File: config.mk
export PLATFORM = sky130hd
export DESIGN_NAME = mii_sat_counter
export DESIGN_NICKNAME = d
export VERILOG_FILES = /design/src/rtl/mii_sat_counter.sv
export SDC_FILE = /design/constraint.sdc
export NUM_CORES = 1
export LEC_CHECK = 0
export CAP_MARGIN = 20
export CELL_PAD_IN_SITES_DETAIL_PLACEMENT = 1
export CELL_PAD_IN_SITES_GLOBAL_PLACEMENT = 1
export CORE_MARGIN = 2
export CORE_UTILIZATION = 43
export CTS_BUF_LIST = sky130_fd_sc_hd__clkbuf_2 sky130_fd_sc_hd__clkbuf_4 sky130_fd_sc_hd__clkbuf_8
export CTS_CLUSTER_SIZE = 10
export DETAILED_ROUTE_END_ITERATION = 10
export MAX_ROUTING_LAYER = met4
export PLACE_DENSITY_LB_ADDON = 0.1
export SLEW_MARGIN = 30
export SYNTH_ARGS = -nofsm -noshare
export SYNTH_HDL_FRONTEND = slang
export SYNTH_SLANG_ARGS = --single-unit
export TNS_END_PERCENT = 100
File: constraint.sdc
create_clock -name clk -period 3 [get_ports clk]
set_clock_uncertainty 0.2 [all_clocks]
set_input_delay 0.6 -clock clk [delete_from_list [all_inputs] [get_ports clk]]
set_output_delay 0.6 -clock clk [all_outputs]
set_load 0.01 [all_outputs]
File: src/rtl/mii_sat_counter.sv
// mii_sat_counter
// Event counter that sticks at all-ones instead of wrapping.
// Ports:
//   clk   - rising-edge clock
//   reset - asynchronous, active-low reset (clears the count)
//   inc   - count one event this cycle
//   count - current count, registered
module mii_sat_counter #(
  parameter int WIDTH = 16
) (
  input  logic             clk,
  input  logic             reset,
  input  logic             inc,
  output logic [WIDTH-1:0] count
);

  localparam logic [WIDTH-1:0] ONE = {{(WIDTH-1){1'b0}}, 1'b1};
  localparam logic [WIDTH-1:0] TOP = {WIDTH{1'b1}};

  logic [WIDTH-1:0] count_q, count_d;

  always_comb begin
    count_d = count_q;
    if (inc && (count_q != TOP)) begin
      count_d = count_q + ONE;
    end
  end

  always_ff @(posedge clk or negedge reset) begin
    if (!reset) begin
      count_q <= '0;
    end else begin
      count_q <= count_d;
    end
  end

  assign count = count_q;

endmodule

After elaboration in Yosys (flattened, before gate mapping)
Cells that the tools add are included.
Widths: inputs -> output; s select.
{"block": "classes", "n_addsub": 1, "n_reduce_logical": 1, "n_eq_ne": 1}
{"op": "$add 16x1->16 const B", "count": 1}
{"op": "$ne 16x16->1 const B", "count": 1}
{"op": "$logic_and 1x1->1", "count": 1}
{"block": "totals", "inputBits": 3, "out_inout_bits": 16, "word_cells": 4, "reg_bits": 16}

Longest topological paths before layout
{"block": "depth", "depth_word": 2, "depth_mapped": 5}

Least setup slack after synthesis
No wires, ideal clock.
{"block": "synth_path", "path_type": "reg2reg", "startpoint": "register count_q[13], in the netlist count[13]", "endpoint": "register count_q[1], in the netlist count[1]", "t_arrival_ns": 1.395, "required_time_ns": 2.672, "path_buffers": 0, "slack_ns": 1.277, "path_stages_with_launch": 5, "setup_ns": 0.128, "cell_sequence": "dfrtp_1 -> and4_1 -> nand3_4 -> o31ai_4 -> mux2_1"}
{"block": "synth_between", "elab_chain_len": 2}
{"element": "start, declared", "line_no": "20", "rtl": "logic [WIDTH-1:0] count_q, count_d;"}
{"element": "start signal, assigned", "line_no": "33", "rtl": "count_q <= count_d;"}
{"element": "$ne 16x16->1", "line_no": "24", "rtl": "if (inc && (count_q != TOP)) begin"}
{"element": "$logic_and 1x1->1", "line_no": "24"}
No other way between the ends.
A chain may end at the register's enable or synchronous reset.

Worst setup path after layout
{"block": "layout_path", "startpoint": "register count_q[8], in the netlist count[8]", "endpoint": "output port count[8]"}
{"element": "end, declared", "line_no": "14", "rtl": "output logic [WIDTH-1:0] count"}
No word-level cell between the ends.

==> flow_metrics.py <==
metrics = {
    "logic_synthesis": {
        "synth_edf_count": 0,
        "avgSynthCellArea_um2": 11.94,
        "synth_top_cell_area_share_pct": 46.58,
        "netlist_instances": 72,
        "yosys_warnings": 0,
        "synth-seq-cells": 16,
        "async_flop_share_pct": 100.0,
        "synth.distinct_cells": 27,
        "yosys.area.top_type": "dfrtp_1",
        "synth_area_um2": 859.6,
        "synth_common_cells": "dfrtp_1, nand4_1, nand3_1, o21a_1, xnor2_1",
        "yosysMostFrequentCell": "dfrtp_1",
        "ys.flop_type": "dfrtp_1",
        "synthTopCellsByArea": "dfrtp_1, nand4_1, xnor2_1",
        "seq_area_frac_synth_pct": 46.58,
        "syn_nets": 76,
    },
    "setup_path": {
        "rr_startpoint": "count[13]",
        "startpoint_type": "flop",
        "arrival_ps": 1370,
        "rrSetupSlack_ps": 1170,
        "worst-path-buf-inv": 1,
        "worstPathMaxFanout": 8,
        "cp_top_family": "buffers and inverters",
        "r2r_cells": 4,
        "rr_endpoint": "count[1]",
        "slowest_stage": "clkdlybuf4s50_1",
        "critPathRequiredTime_ps": 2200,
        "crit_chain": "clkdlybuf4s50_1",
        "cp-end-kind": "output pin",
        "critical-path-max-stage-delay_ps": 590,
        "criticalPathCategory": "flop to output pin",
    },
    "sta": {
        "hold_violations": 0,
        "tns_ps": 0,
        "relSlewSlack_pct": 50.35,
        "tightest_slew_ps": 742.4,
        "setup_viol": 0,
        "period_minus_slack_ps": 2172,
        "setup_slack_ps": 827.9,
        "rsz0062_at_grt": "no",
        "fmax_ghz": 0.4604,
        "hold_ws_ps": 336.8,
        "period_share_pct": 72.40,
        "slew_violations": 0,
    },
    "worst_hold_path": {
        "worstHoldPathCells": 1,
        "hold-path-endpoint": "count[15]",
        "hp-class": "flop to flop",
        "hold_path_startpoint": "count[15]",
    },
    "finish": {
        "final_nets": 99,
        "n_antenna_cell": 0,
        "largest_reg_flops": 16,
        "syn2layout_area_growth_pct": 29.11,
        "layout-drive-gt1-share_pct": 14.89,
        "final_core_util_pct": 57.75,
    },
    "floorplan": {
        "pin_count": 19,
        "core-area_mm2": 0.001922,
        "die_y_um": 48.71,
        "die_w_um": 48.71,
        "start_util_pct": 44.73,
        "dieArea_mm2": 0.002373,
        "rows": 16,
    },
    "cts": {
        "cts_buffer_depth": 2,
        "cts_resized": 0,
        "holdBufCountCts": 0,
        "clk_latency_ps": 290,
        "clockRootBuffer": "clkbuf_4",
        "cts_tree": "yes",
        "numCtsBuffers": 3,
        "cts_max_level": 1,
        "cts_sinks": 16,
        "cts_setup_buffers": 0,
        "path_clk_slew_ps": 100,
    },
    "power_and_ir_drop": {
        "p_total_mw": 0.6818,
        "powerDensity_mw_per_mm2": 614.4,
        "ir_drop_mv": 0.4515,
        "leakage_nw": 0.4448,
    },
    "global_routing": {
        "grt_max_degree": 17,
        "grt_usage_pct": 19.81,
        "antenna_found_initial": 0,
        "overflow": 0,
        "grt_pass1_vias": 738,
        "grt_pass1_wl_mm": 3.491,
    },
    "drt": {
        "ant_nets": 0,
        "vias": 692,
        "routedWlPerCell_um": 15.97,
        "drt_iter0_drc": 13,
        "drc_errors": 0,
        "drtPass1Iterations": 4,
        "wl_mm": 1.932,
        "avgViaCountPerCell": 5.719,
    },
    "placement": {
        "port_buffers": 18,
        "pre_cts_ws_ps": 672.6,
        "routabilityCongestion": 0.8081,
        "hpwlAfterDp_mm": 1.441,
    },
    "flow_run": {
        "cap_violations": 0,
    },
    "outcome": {
        "status": "complete, no violations",
    },
}
cell families (layout without fill, tap and decap cells):
| group | count (synthesis) | after routing | share of synthesized area [%] |
|---|---|---|---|
| and+or+nand+nor | 32 | 32 | 30.28 |
| DFF | 16 | 16 | 46.58 |
| AOI/OAI and AO/OA | 15 | 15 | 13.25 |
| xor gates and xnor gates | 7 | 7 | 7.133 |
| adders and majority gates | 1 | 1 | 1.455 |
| muxes | 1 | 1 | 1.310 |
| buffers and inverters | 0 | 22 | 0 |
power by group:
part	leakage, nW	internal [mW]	switching [mW]	total [mW]
logic	0.211	0.114	0.0958	0.210
registers	0.213	0.257	0.0685	0.326
clock network	0.0210	0.0739	0.0721	0.146
total	0.445	0.445	0.236	0.682
cells in the final DEF, fill, tap and decap left out, types with 3 or more instances in the layout:
cell,n
nand2_1,4
clkbuf_4,3
nand4_1,8
nand3_1,5
dfrtp_1,16
a21oi_1,3
xnor2_1,5
o21a_1,5
clkdlybuf4s50_1,18
a31oi_1,3
per-layer routing:
| layer | up-vias | global-route usage, % | share of wire [%] |
|---|---|---|---|
| met2 | 24 | 29.00 | 48 |
| met1 | 328 | 26.36 | 46 |
| met3 | 6 | 4.321 | 4.5 |
| li1 | 334 | - | - |
| met5 | - | - | 0 |
| met4 | 0 | 9.048 | 2.0 |
through the flow:
| step | std cells | instance area (µm²) |
|---|---|---|
| detailed placement | 117 | 1074 |
| floorplan | 72 | 859.6 |
| CTS | 121 | 1110 |
| global route | 121 | 1110 |
| finish | 121 | 1110 |
| global placement | 117 | 1074 |
worst max-delay path by stage:
stage / depth (start not counted) / end / startpoint
final: 1 / count[8] / count[8]
after global routing: 1 / count[8] / count[8]
after CTS: 1 / count[8] / count[8]
after detailed placement: 5 / count[5] / inc
after global placement: 5 / count[5] / inc
after floorplan: 4 / count[1] / count[13]
area by class of cell:
type,count,area [µm²]
sequential,16,400.4
timing repair buffer,18,180.2
clock buffer,4,36.28
tap,27,33.78
multi-input combinational,56,459.2
fill,209,812.0
(Power assumes the default switching activity.)
